<file path="src/rtl/serial_subtractor.sv">
// Bit-serial unsigned subtractor: one full-subtractor cell plus a borrow flop,
// LSB first, WIDTH clocks per operation, result published only on entry to DONE.
module serial_subtractor #(
  parameter int WIDTH = 8
) (
  input  logic             clk,
  input  logic             rst,
  input  logic             start,
  input  logic [WIDTH-1:0] a,
  input  logic [WIDTH-1:0] b,
  output logic             ready,
  output logic             busy,
  output logic             done,
  output logic [WIDTH-1:0] diff,
  output logic             borrow_out,
  output logic             zero
);

  localparam int CW = $clog2(WIDTH + 1);

  typedef enum logic [1:0] {IDLE, SHIFT, DONE} state_t;

  state_t           state_reg, state_next;
  logic [WIDTH-1:0] a_reg, b_reg;
  logic [WIDTH-2:0] res_reg;
  logic             br_reg;
  logic [CW-1:0]    cnt_reg;

  logic             d_bit, br_next, last_bit;
  logic [WIDTH-1:0] res_next;

  assign d_bit    = a_reg[0] ^ b_reg[0] ^ br_reg;
  assign br_next  = (~a_reg[0] & b_reg[0]) | (~(a_reg[0] ^ b_reg[0]) & br_reg);
  // Bit 0 of the shifted word would fall off, so only WIDTH-1 partial bits are stored.
  assign res_next = {d_bit, res_reg};
  assign last_bit = (cnt_reg == CW'(WIDTH - 1));

  always_ff @(posedge clk) begin
    if (rst) state_reg <= IDLE;
    else     state_reg <= state_next;
  end

  always_comb begin
    state_next = state_reg;
    ready      = 1'b0;
    busy       = 1'b0;
    done       = 1'b0;
    case (state_reg)
      IDLE: begin
        ready = 1'b1;
        if (start) state_next = SHIFT;
      end
      SHIFT: begin
        busy = 1'b1;
        if (last_bit) state_next = DONE;
      end
      DONE: begin
        done       = 1'b1;
        state_next = IDLE;
      end
      default: state_next = IDLE;
    endcase
  end

  always_ff @(posedge clk) begin
    if (rst) begin
      a_reg      <= '0;
      b_reg      <= '0;
      res_reg    <= '0;
      br_reg     <= 1'b0;
      cnt_reg    <= '0;
      diff       <= '0;
      borrow_out <= 1'b0;
      zero       <= 1'b0;
    end else begin
      case (state_reg)
        IDLE: begin
          if (start) begin
            a_reg   <= a;
            b_reg   <= b;
            br_reg  <= 1'b0;
            cnt_reg <= '0;
          end
        end
        SHIFT: begin
          res_reg <= res_next[WIDTH-1:1];
          a_reg   <= a_reg >> 1;
          b_reg   <= b_reg >> 1;
          br_reg  <= br_next;
          cnt_reg <= cnt_reg + 1'b1;
          if (last_bit) begin
            diff       <= res_next;
            borrow_out <= br_next;
            zero       <= (res_next == '0);
          end
        end
        default: ;
      endcase
    end
  end

endmodule

</file>
<file path="config.mk">
export PLATFORM = sky130hd
export DESIGN_NAME = serial_subtractor
export DESIGN_NICKNAME = d
export VERILOG_FILES = /design/src/rtl/serial_subtractor.sv
export SDC_FILE = /design/constraint.sdc
export NUM_CORES = 1
export LEC_CHECK = 0
export CORE_AREA = 5 5 69 71
export CTS_CLUSTER_DIAMETER = 150
export DETAILED_ROUTE_END_ITERATION = 6
export DIE_AREA = 0 0 74 76
export HOLD_SLACK_MARGIN = 0.02
export PLACE_DENSITY_LB_ADDON = 0.25
export RECOVER_POWER = 50
export SETUP_SLACK_MARGIN = 0.05
export SYNTH_ARGS = -nofsm -noshare
export SYNTH_HDL_FRONTEND = slang
export SYNTH_SLANG_ARGS = --single-unit
</file>
<file path="constraint.sdc">
create_clock -name clk -period 1.22 [get_ports clk]
set_input_delay 0.244 -clock clk [delete_from_list [all_inputs] [get_ports clk]]
set_output_delay 0.244 -clock clk [all_outputs]
set_load 0.02 [all_outputs]
</file>
==> impl_metrics.ini, run 1 <==
[routing]
drt-initial-drc-count = 46
route.detailed.drc = 0
firstDrtPassIters = 4
viasPerCell = 5.23
ant_nets = 0
num_vias = 1685
totalWireLength_um = 4520
routedWlPerCell_um = 14.0

[synthesis]
yosys_warnings = 0
yosysSeqAreaShare_pct = 43.0
synth_seq_cells = 40
syn_inst = 213
synth_nets = 234
synth.avg_cell_area_sq_um = 8.74
synth_cell_type_count = 37
syn_area_sq_um = 1860

[die]
pin_count = 32
rows = 24
start_util_pct = 44.6
die_width_um = 74
dieArea_sq_um = 5620
dieHeight_um = 76
coreArea_sq_um = 4170

[critical_path]
cp_cell_sequence = buf_12 -> buf_8 -> or3b_4 -> a21oi_2 -> nor3_2
crit_type = reg -> reg
cp.depth = 5
r2r_cells = 5
crit_required_ns = 1.40
slowest_stage = dfxtp_4
worstPathArrival_ns = 1.51
reg2reg_from = state_reg[0]
reg2reg_slack_ns = -0.10
cp-start-kind = flip-flop
max_stage_delay_ns = 0.37
path_delay_family = simple AND/OR/NAND/NOR gates
cp-end-kind = flip-flop
crit_fanout = 8
crit_buf_inv = 2
r2r_end = a_reg[4]

[clock_tree]
clock_sinks = 40
cts_buffers = 5
clk_path_buf_depth = 2
cts_tree = yes
htree_num_levels = 2
clk_latency_ns = 0.29
clk_pin_slew_worst_paths_ns = 0.07
cts-root-buf = clkbuf_8

[global_routing]
grt_pass1_vias = 1622
use_met1_pct = 21.0
grt_usage_pct = 16.7
grtUsageMet3_pct = 5.15
grt_max_degree = 28
antenna_found_initial = 0
grt_overflow = 0
busiest_layer = met2
grtUsageMet2_pct = 26.3
grt_pass1_wl_um = 7420

[sta]
finalWorstSetupSlack_ns = -0.104
setup_viol = 28
finalHoldViolCount = 0
grt_setup_unrepaired = yes
whs_ns = 0.470
tightest_slew_ns = 0.258
post-route-period-util_pct = 109
finClkSkew_ns = 0.00437
slew_headroom_pct = 82.9
drv_slew = 0
fin_crit_ns = 1.32
max_freq_mhz = 755

[power]
p_leak_nw = 1.02
ir_drop_v = 0.000705
power.density_nw_per_um2 = 1020
power_w = 0.00285

[worst_hold_path]
holdPathEnd = b_reg[0]
min_path_type = reg -> reg
hold_path_depth = 2
min_from = b_reg[0]

[flow_run]
maxCapViolations = 0

[placed_design]
gp_congestion = 0.738
place.port_buffers = 31
place_hpwl_um = 2830

[final_layout]
diodes = 0
multi_input_area_sq_um = 1170
drive_gt1_share_pct = 44.1
register_area_sq_um = 815
syn_to_final_growth_pct = 49.6
fillCellCount = 351
nNetsFinal = 290

[status]
violations = negative setup slack
outcome = finished, violations left
## cell usage after synthesis, drive strengths merged
cell type	n	area share (%)
dfxtp	40	43
a21oi	31	8.5
nor2	20	4.0
nand2	18	3.6
nor3	14	4.0
or3b	14	6.6
nand2b	12	4.4
buf	11	5.0
nand3	11	3.0
a21bo	8	4.3
clkbuf	6	1.3
a211oi	4	1.6
or2b	4	1.6
inv	3	0.74
a32oi	2	0.94
nor2b	2	0.67
a22oi	1	0.40
a2bb2oi	1	0.47
a31oi	1	0.34
and2	1	0.34
and3b	1	0.47
fa	1	1.1
ha	1	0.67
mux2i	1	0.54
nor4	1	0.34
o21ba	1	0.54
o21bai	1	0.60
o32a	1	0.54
or3	1	0.34
## cell usage in the layout, fill, tap and decap left out, drive strengths merged, types with 2 or more instances in the layout
cell type and n:
a211oi 4, a21bo 8, a21oi 31, a32oi 2, buf 37, clkbuf 16
clkdlybuf4s15 2, clkdlybuf4s50 17, dfxtp 40, inv 3, nand2 18, nand2b 12
nand3 11, nor2 20, nor2b 2, nor3 14, o21ba 2, or2b 4
or3b 14
## how the worst max path moves through the flow
stage	start	endpoint	slack, ns
after CTS	state_reg[0]	a_reg[0]	-0.10
after floorplan	state_reg[0]	a_reg[0]	0.02
final	state_reg[0]	a_reg[4]	-0.10
after global placement	start	a_reg[6]	-0.43
after global routing	state_reg[0]	b_reg[6]	-0.13
after detailed placement	start	a_reg[4]	-0.49
## per-stage QoR
stage          area, sq um  cells  utilization, %  setup WS [ns]  TNS [ns]
3_3_place_gp          2350    303            56.4         -0.429     -8.85
2_1_floorplan         1900    213               -         0.0180         0
4_1_cts               2650    319            63.5         -0.102     -1.64
6_report              2790    322            66.7         -0.104     -1.61
3_5_place_dp          2350    303            56.4         -0.487     -9.96
5_1_grt               2790    322            66.7         -0.132     -2.91
## metal layers
metal | wire length [um] | vias up
met1 | 1860 | 794
met4 | 72 | 0
met5 | 0 | -
met3 | 287 | 8
met2 | 2290 | 33
li1 | - | 850
## report_power, final
part	internal [W]	switching (W)
logic	0.000309	0.000243
registers	0.00136	0.0000360
clock network	0.000461	0.000441
total	0.00213	0.000720
## cell type report
cell class                      instances  area share, %
Timing Repair Buffer                   65           22.6
Clock buffer                            8           3.23
Tap cell                               52           2.34
Sequential cell                        40           29.2
Inverter                                3          0.494
Multi-Input combinational cell        154           42.1
## tightest hold or removal path: cells and delay by family, from the launching register on
family | cells | cell delay (ns)
AO/OA/AOI/OAI | 1 | 0.06
buffers and inverters | 1 | 0.06
flip-flops | 1 | 0.32
## repair_timing
item | CTS | global route
pin swaps | 34 | 23
gates resized for setup | 84 | 50
hold buffers | 0 | 0
setup buffers | 7 | 2
cloned | 1 | 1
setup endpoints to repair | 47 | 47
## kinds of logic after synthesis
| logic type | after synthesis | synth area share, % |
|---|---|---|
| AND/OR/NAND/NOR | 99 | 29.4 |
| AO/OA/AOI/OAI | 51 | 18.3 |
| flip-flops | 40 | 43.0 |
| buffers and inverters | 20 | 6.99 |
| adder cells (fa/ha/maj) | 2 | 1.75 |
| multiplexers | 1 | 0.538 |
No activity file was read; power rests on OpenSTA's default activity.
==> run 2, diff against run 1 <==
- CELL_PAD_IN_SITES_DETAIL_PLACEMENT: default -> 0
- CELL_PAD_IN_SITES_GLOBAL_PLACEMENT: default -> 1
- CORE_AREA: 5 5 69 71 -> 5 5 79 81
- DIE_AREA: 0 0 74 76 -> 0 0 84 86
==> run 2 against run 1 <==
The flow still finishes with violations (negative setup slack). Via count is 0.18% higher. Critical path depth unchanged. Fmax rose by 3.2%. Sequential power barely moved. Clock power fell by 5.4%. Register-to-register slack improved by 0.04 ns. Die area grew 28%.
==> impl_metrics.ini, run 2 (same netlist as run 1, synthesis figures left out) <==
[routing]
num_vias = 1688
ant_nets = 0
drt-initial-drc-count = 102
routedWlPerCell_um = 13.2
totalWireLength_um = 4610
route.detailed.drc = 0
viasPerCell = 4.85
firstDrtPassIters = 4

[clock_tree]
cts_tree = yes
clk_pin_slew_worst_paths_ns = 0.08
cts_buffers = 5
clock_sinks = 40
clk_latency_ns = 0.30
cts_hold_buf = 0
clk_path_buf_depth = 2
cts-root-buf = clkbuf_8
htree_num_levels = 2

[sta]
post-route-period-util_pct = 105
setup_viol = 29
finalWorstSetupSlack_ns = -0.0631
finClkSkew_ns = 0.00925
setup_tns_ns = -0.981
drv_slew = 0
tightest_slew_ns = 0.249
finalHoldViolCount = 0
max_freq_mhz = 779
fin_crit_ns = 1.28
slew_headroom_pct = 83.3
grt_setup_unrepaired = yes

[die]
pin_count = 32
coreArea_sq_um = 5410
die_width_um = 84
rows = 27
dieHeight_um = 86
start_util_pct = 34.4
dieArea_sq_um = 7220

[final_layout]
multi_input_area_sq_um = 1200
diodes = 0
register_area_sq_um = 810
final_common_cell = dfxtp_1
nNetsFinal = 297
postLayoutCoreUtil_pct = 52.7
mostFrequentLayoutCells = dfxtp_1, buf_4, a21oi_2, nand2_1, clkdlybuf4s50_1
drive_gt1_share_pct = 47.5
fillCellCount = 517
syn_to_final_growth_pct = 53.0

[status]
violations = negative setup slack
outcome = finished, violations left

[flow_run]
maxCapViolations = 0

[critical_path]
max_stage_delay_ns = 0.34
crit_type = reg -> reg
crit_fanout = 8
path_delay_family = compound AO/OA/AOI/OAI gates
crit_top_cell = buf_8
cp-end-kind = flip-flop
crit_buf_inv = 3
worstPathArrival_ns = 1.50
cp-start-kind = flip-flop
cp_cell_sequence = buf_8 -> buf_8 -> buf_4 -> o21ba_4 -> a211oi_1
crit_required_ns = 1.44
slowest_stage = dfxtp_2

[global_routing]
grt_usage_pct = 13.2
grt_max_degree = 15
antenna_found_initial = 0
grt_pass1_vias = 1611
grt_overflow = 0
grt_pass1_wl_um = 7710

[power]
p_leak_nw = 1.04
ir_drop_v = 0.000568
power.density_nw_per_um2 = 984

[placed_design]
place_hpwl_um = 2860
gp_congestion = 0.753
place.port_buffers = 31

[worst_hold_path]
min_path_type = reg -> reg
-- run 2: cell count changes in the layout (fill, tap and decap cells not counted), moves of 5 or more --
| cell | before | now |
|---|---|---|
| nor2_1 | 19 | 13 |
| a21oi_1 | 8 | 14 |
| a21oi_2 | 22 | 17 |
| buf_4 | 21 | 27 |
| nand3_1 | 8 | 3 |
-- run 2: where the power goes --
part | switching, W | leakage, nW | total (W) | internal [W]
sequential | 0.0000397 | 0.329 | 0.00141 | 0.00137
clock | 0.000464 | 0.0410 | 0.000853 | 0.000389
combinational | 0.000245 | 0.669 | 0.000544 | 0.000299
total | 0.000749 | 1.04 | 0.00280 | 0.00205
-- run 2: routing by layer --
metal / up-vias / global-route usage (%) / wire [um]
li1: 866 / - / -
met1: 794 / 18.6 / 2220
met2: 21 / 19.5 / 2180
met3: 7 / 3.46 / 133
met4: 0 / 4.97 / 74
met5: - / 0 / 0
-- run 2: cell type report --
type | count | area share [%]
Multi-Input combinational cell | 154 | 42.1
Inverter | 3 | 0.483
Sequential cell | 40 | 28.4
Clock inverter | 1 | 0.176
Clock buffer | 6 | 2.55
Tap cell | 72 | 3.16
Timing Repair Buffer | 72 | 23.1
-- run 2: timing repair --
item                                    CTS  global route
cloned                                    3             0
pin swaps                                40            29
endpoints found under the setup margin   47            43
buffers inserted                          8             4
resized for setup                        95            40
-- run 2: metrics by stage --
stage / hold slack (ns) / std cells / area (sq um) / power (W) / setup slack, ns
floorplan: 0.416 / 213 / 1900 / 0.00168 / 0.0180
global placement: 0.458 / 327 / 2380 / 0.00184 / -0.458
detailed placement: 0.466 / 327 / 2380 / 0.00184 / -0.484
CTS: 0.481 / 345 / 2770 / 0.00277 / -0.0636
global route: 0.498 / 348 / 2850 / 0.00295 / -0.111
finish: 0.476 / 348 / 2850 / 0.00280 / -0.0631
-- run 2: path summary, 6_finish.rpt --
check,start,to,slack (ns),depth (start not counted)
setup / recovery,state_reg[0],cnt_reg[0],-0.06,5
hold / removal,zero,zero,0.48,2
setup reg to reg,state_reg[0],cnt_reg[0],-0.06,5
hold reg to reg,zero,zero,0.48,2
-- run 2: tightest hold or removal path, stage by stage, from the launching register on --
cell and delay (ns):
dfxtp_1 0.32, nand2b_1 0.06, mux2i_1 0.06
==> patch 1: new RTL, flow settings as in run 2 <==
The 3 states of `state_t` get a one-hot encoding in 3 bits.
--- a/src/rtl/serial_subtractor.sv
+++ b/src/rtl/serial_subtractor.sv
@@ -18,7 +18,7 @@
 
   localparam int CW = $clog2(WIDTH + 1);
 
-  typedef enum logic [1:0] {IDLE, SHIFT, DONE} state_t;
+  typedef enum logic [2:0] {IDLE = 3'b001, SHIFT = 3'b010, DONE = 3'b100} state_t;
 
   state_t           state_reg, state_next;
   logic [WIDTH-1:0] a_reg, b_reg;
Function: same outputs for any inputs over 10 cycles, from zero or initial values and one cycle with rst high; not proved beyond that.
==> patch 1 against run 2 <==
Area after synthesis is 8.6% lower; global-route usage is 0.62 points lower; design area grew 2.6%; setup slack lost 0.23 ns; critical endpoint is now b_reg[0]$_SDFFE_PP0P_; sequential cell count increased by 1; total power increased by 7.9%; sequential share of layout area fell by 0.088 points; routed wire length up 8.8%; the run still ends with negative setup slack left; combinational power decreased by 0.9%.
==> patch 1: results (changes against run 2) <==
- The first-pass iteration count of the detailed router is 4 (unchanged).
- The sum of net half-perimeters after detailed placement is 2.63 mm (-8.1%).
- The weighted congestion reported at the end of routability-driven placement was 0.736 (-2.3%).
- The non-filler instance count after layout is 326 (-6.3%).
- Ranked by total cell area, the synthesized netlist is headed by dfxtp_1 48%, nor3_1 8.8%, a21oi_1 6.8%.
- The tree is rooted in a clkbuf_8.
- The run finished, with violations left.
- The number of distinct standard cells referenced by the synthesized netlist is 33 (-11%).
- The number of H-tree branching levels is 2 (unchanged).
- The overall fraction of global-route tracks in use is 12.6% (-0.62 points).
- The net total in the final layout is 274 (-7.7%).
- In this run the critical register-to-register path is launched from state_reg[2]$_SDFFE_PP0P_.
- The final worst slack is -0.295 ns (-0.232 ns).
- The worst-skew pair later-pin latency is 0.28 ns (-0.02 ns).
- The worst hold path belongs to the class reg -> reg.
- The total CTS buffers is 5 (unchanged).
- The worst-case reg-to-reg path depth is 4 (-1).
- The antenna diode count is 0 (unchanged).
- The leakage power was 1.06 nW (+1.7%).
- The total cell area at the placement stage is 2230 um2 (-6.2%).
- The largest fanout of any net on the critical path is 20 (+12).
- The final reports fail on negative setup slack.
- The worst register-to-register path ends at b_reg[0]$_SDFFE_PP0P_.
- The largest clock skew in the final design is 0.00583 ns (-0.00343 ns).
- The via-per-instance ratio came to 5.14 (+6.1%).
- The wire length on met3 is 145 um (+9.0%).
- The synthesized instance count came to 193 (-9.4%).
- The met1 wire length is 2.19 mm (-1.5%).
- The number of setup violations in the final report is 43 (+48%).
- The wire length reported by the detailed router was 5.02 mm (+8.8%).
- The number of nets in the synthesized netlist came to 214 (-8.5%).
- The pin count of the biggest net entering global routing is 38 (+23).
- The minimum setup slack after placement is -0.566 ns (-0.0821 ns).
- The commonest cells after synthesis are 41 x dfxtp_1, 30 x nor3_1, 23 x a21oi_1.
- The global-route wire length before repair came to 7.37 mm (-4.5%).
- The worst hold path begins at br_reg$_SDFFE_PP0P_.
- The number of I/O port buffers came to 31 (unchanged).
- The via count of the first global-routing pass is 1575 (-2.2%).
- The transition time at the pin with the least slew margin is 0.305 ns (+0.0563 ns).
- The maximum resistive drop on vdd is 0.514 mV (-9.5%).
- The fraction of the yosys area taken by sequential cells is 48.2% (+5.2 points).
- The deepest clock path buffer count is 2 (unchanged).
- The number of fill cells is 497 (-3.9%).
- The number of cells on the worst hold path is 2 (unchanged).
- The initial detailed-routing violation count is 75 (-26%).
- The detailed-routed wire length on met2 is 2.63 mm (+21%).
- The fraction of final layout cells with drive strength greater than 1 is 44.5% (-3.0 points).
- The cell count after placement came to 304 (-7.0%).
- The endpoint of the worst hold path is br_reg$_SDFFE_PP0P_.
-- patch 1: kinds of logic after synthesis --
family / Yosys count / share of synthesized area (%)
AOI/OAI and AO/OA: 50 / 16.8
muxes: 2 / 1.18
adders and majority gates: 2 / 1.91
buffers and inverters: 22 / 8.01
DFF: 41 / 48.2
and+or+nand+nor: 76 / 23.9
-- patch 1: layout make-up --
class                   count  area share, %
clock buffers               8           3.81
flip-flops and latches     41           28.3
repair buffers             72           28.1
inverters                   3          0.471
well taps                  72           3.08
multi-input cells         130           36.2
-- patch 1: stage by stage --
step / hold WS (ns) / util [%] / TNS, ns
after floorplan: 0.435 / - / -3.72
after global placement: 0.457 / 41.3 / -16.23
after detailed placement: 0.459 / 41.3 / -16.93
after CTS: 0.470 / 46.6 / -8.86
after global routing: 0.486 / 54.1 / -11.41
final: 0.470 / 54.1 / -8.80
-- patch 1: report_power, final --
group          switching [mW]  internal, mW  leakage (nW)  total (mW)
Clock                   0.462         0.585        0.0566        1.05
Combinational           0.232         0.306         0.665       0.539
Sequential             0.0398          1.40         0.336        1.44
-- patch 1: worst max-delay path by stage --
stage / to / startpoint / depth (start not counted)
2_1_floorplan: a_reg[6]$_SDFFE_PP0P_ / state_reg[1]$_SDFFE_PP0P_ / 5
3_3_place_gp: b_reg[0]$_SDFFE_PP0P_ / start / 4
3_5_place_dp: b_reg[0]$_SDFFE_PP0P_ / start / 4
4_1_cts: b_reg[0]$_SDFFE_PP0P_ / state_reg[2]$_SDFFE_PP0P_ / 4
5_1_grt: busy / state_reg[1]$_SDFFE_PP0P_ / 3
6_report: b_reg[0]$_SDFFE_PP0P_ / state_reg[2]$_SDFFE_PP0P_ / 4
-- patch 1: worst max-delay path: stages, from the launching register on --
cell and delay [ns]:
dfxtp_2 0.33, buf_6 0.13, or4bb_4 0.54, buf_12 0.18
a311oi_2 0.25
-- patch 1: per-layer routing --
metal | global-route usage (%) | vias up
met3 | 2.88 | 4
li1 | - | 823
met4 | 3.07 | 0
met2 | 22.2 | 31
met1 | 15.7 | 819
met5 | 0 | -
-- patch 1: what timing repair did --
item	CTS	global route
endpoints found under the setup margin	54	48
resized for setup	56	77
cloned	4	2
setup buffers	3	6
pin swaps	1	14
==> patch 2: new RTL, settings of run 2 <==
Made on the original files. `WIDTH`: 8 -> 4.
--- a/src/rtl/serial_subtractor.sv
+++ b/src/rtl/serial_subtractor.sv
@@ -1,7 +1,7 @@
 // Bit-serial unsigned subtractor: one full-subtractor cell plus a borrow flop,
 // LSB first, WIDTH clocks per operation, result published only on entry to DONE.
 module serial_subtractor #(
-  parameter int WIDTH = 8
+  parameter int WIDTH = 4
 ) (
   input  logic             clk,
   input  logic             rst,
Ports: changed (resized a, b and diff); port bits go from 32 to 20. The function was not compared with the original's and may differ.
==> patch 2 against run 2 <==
The run still ends with negative setup slack left; largest cell class unchanged; hold slack is essentially flat; routed wire length shrank 42%; combinational power shrank 39%; design area shrank 42%; area after synthesis shrank 46%; sequential cell count shrank 17; final cell count shrank 37%; setup slack gained 0.018 ns; total power shrank 42%; critical path type unchanged; die area is the same; synthesized cell count shrank 50%.
==> patch 2: results (changes against run 2) <==
- The flow ran to the end, but the final reports show violations.
- The checks that failed: negative setup slack.
- The routed length per instance was 12.0 um (-9.0%).
- The aggregate negative setup slack is -0.166 ns (+0.815 ns).
- The total CTS buffers is 3 (-2).
- The number of setup violations in the final report is 7 (-76%).
- The number of H-tree branching levels came to 1 (-1).
- The number of nets in the synthesized netlist was 121 (-48%).
- The fraction of final layout cells with drive strength greater than 1 is 49.3% (+1.9 points).
- The total number of multi-input combinational cells is 67 (-56%).
- The sequential power share is 50.0% (about the same).
- The final worst slack is -0.0451 ns (+0.0180 ns).
- The largest stage delay on the critical path was 0.48 ns (+0.14 ns).
- The number of I/O port buffers is 19 (-39%).
- The non-clock buffer total of the final layout is 44 (-39%).
- The count of non-CTS inverters in the layout is 10 (+7).
- The global-route wire length before repair came to 4.28 mm (-45%).
- Counting instances in the post-synthesis netlist gives the leading cell types as 23 x dfxtp_1, 17 x nor2_1, 10 x a21oi_1.
- The total cell area at the placement stage is 1430 um2 (-40%).
- The overall fraction of global-route tracks in use is 7.47% (-5.8 points).
- The clock buffer count in the final layout is 4 (-2).
- The cell class contributing the biggest share of worst-path delay is adder cells.
- The worst-case reg-to-reg path depth was 4 (-1).
- The transition time at the pin with the least slew margin is 0.200 ns (-0.0486 ns).
- The total via count after detailed routing came to 880 (-48%).
- The switching part of the total is 26.0% (-0.71 points).
## patch 2: cell types whose count changed after synthesis, sizes merged, moves of 8 or more
cell | before | now
a21oi | 31 | 10
dfxtp | 40 | 23
nor3 | 14 | 0
or3b | 14 | 1
nand2 | 18 | 8
nand2b | 12 | 2
nand3 | 11 | 1
a21bo | 8 | 0
## patch 2: kinds of logic (layout without fill, tap and decap cells)
logic type | count (synthesis) | after routing | synth area share, %
adder cells (fa/ha/maj) | 3 | 3 | 4.50
multiplexers | 5 | 5 | 5.00
AND/OR/NAND/NOR | 31 | 31 | 14.1
AO/OA/AOI/OAI | 28 | 28 | 20.6
flip-flops | 23 | 23 | 46.0
buffers and inverters | 17 | 58 | 9.75
## patch 2: per-layer routing
metal  up-vias  share of wire (%)  routed length, um  global-route usage, %
met5         -                  0                  0                      0
met2         7                 50               1320                   12.5
li1        453                  -                  -                      -
met3         2                1.8                 47                   1.54
met4         0               0.94                 25                   3.51
met1       418                 47               1250                   9.20
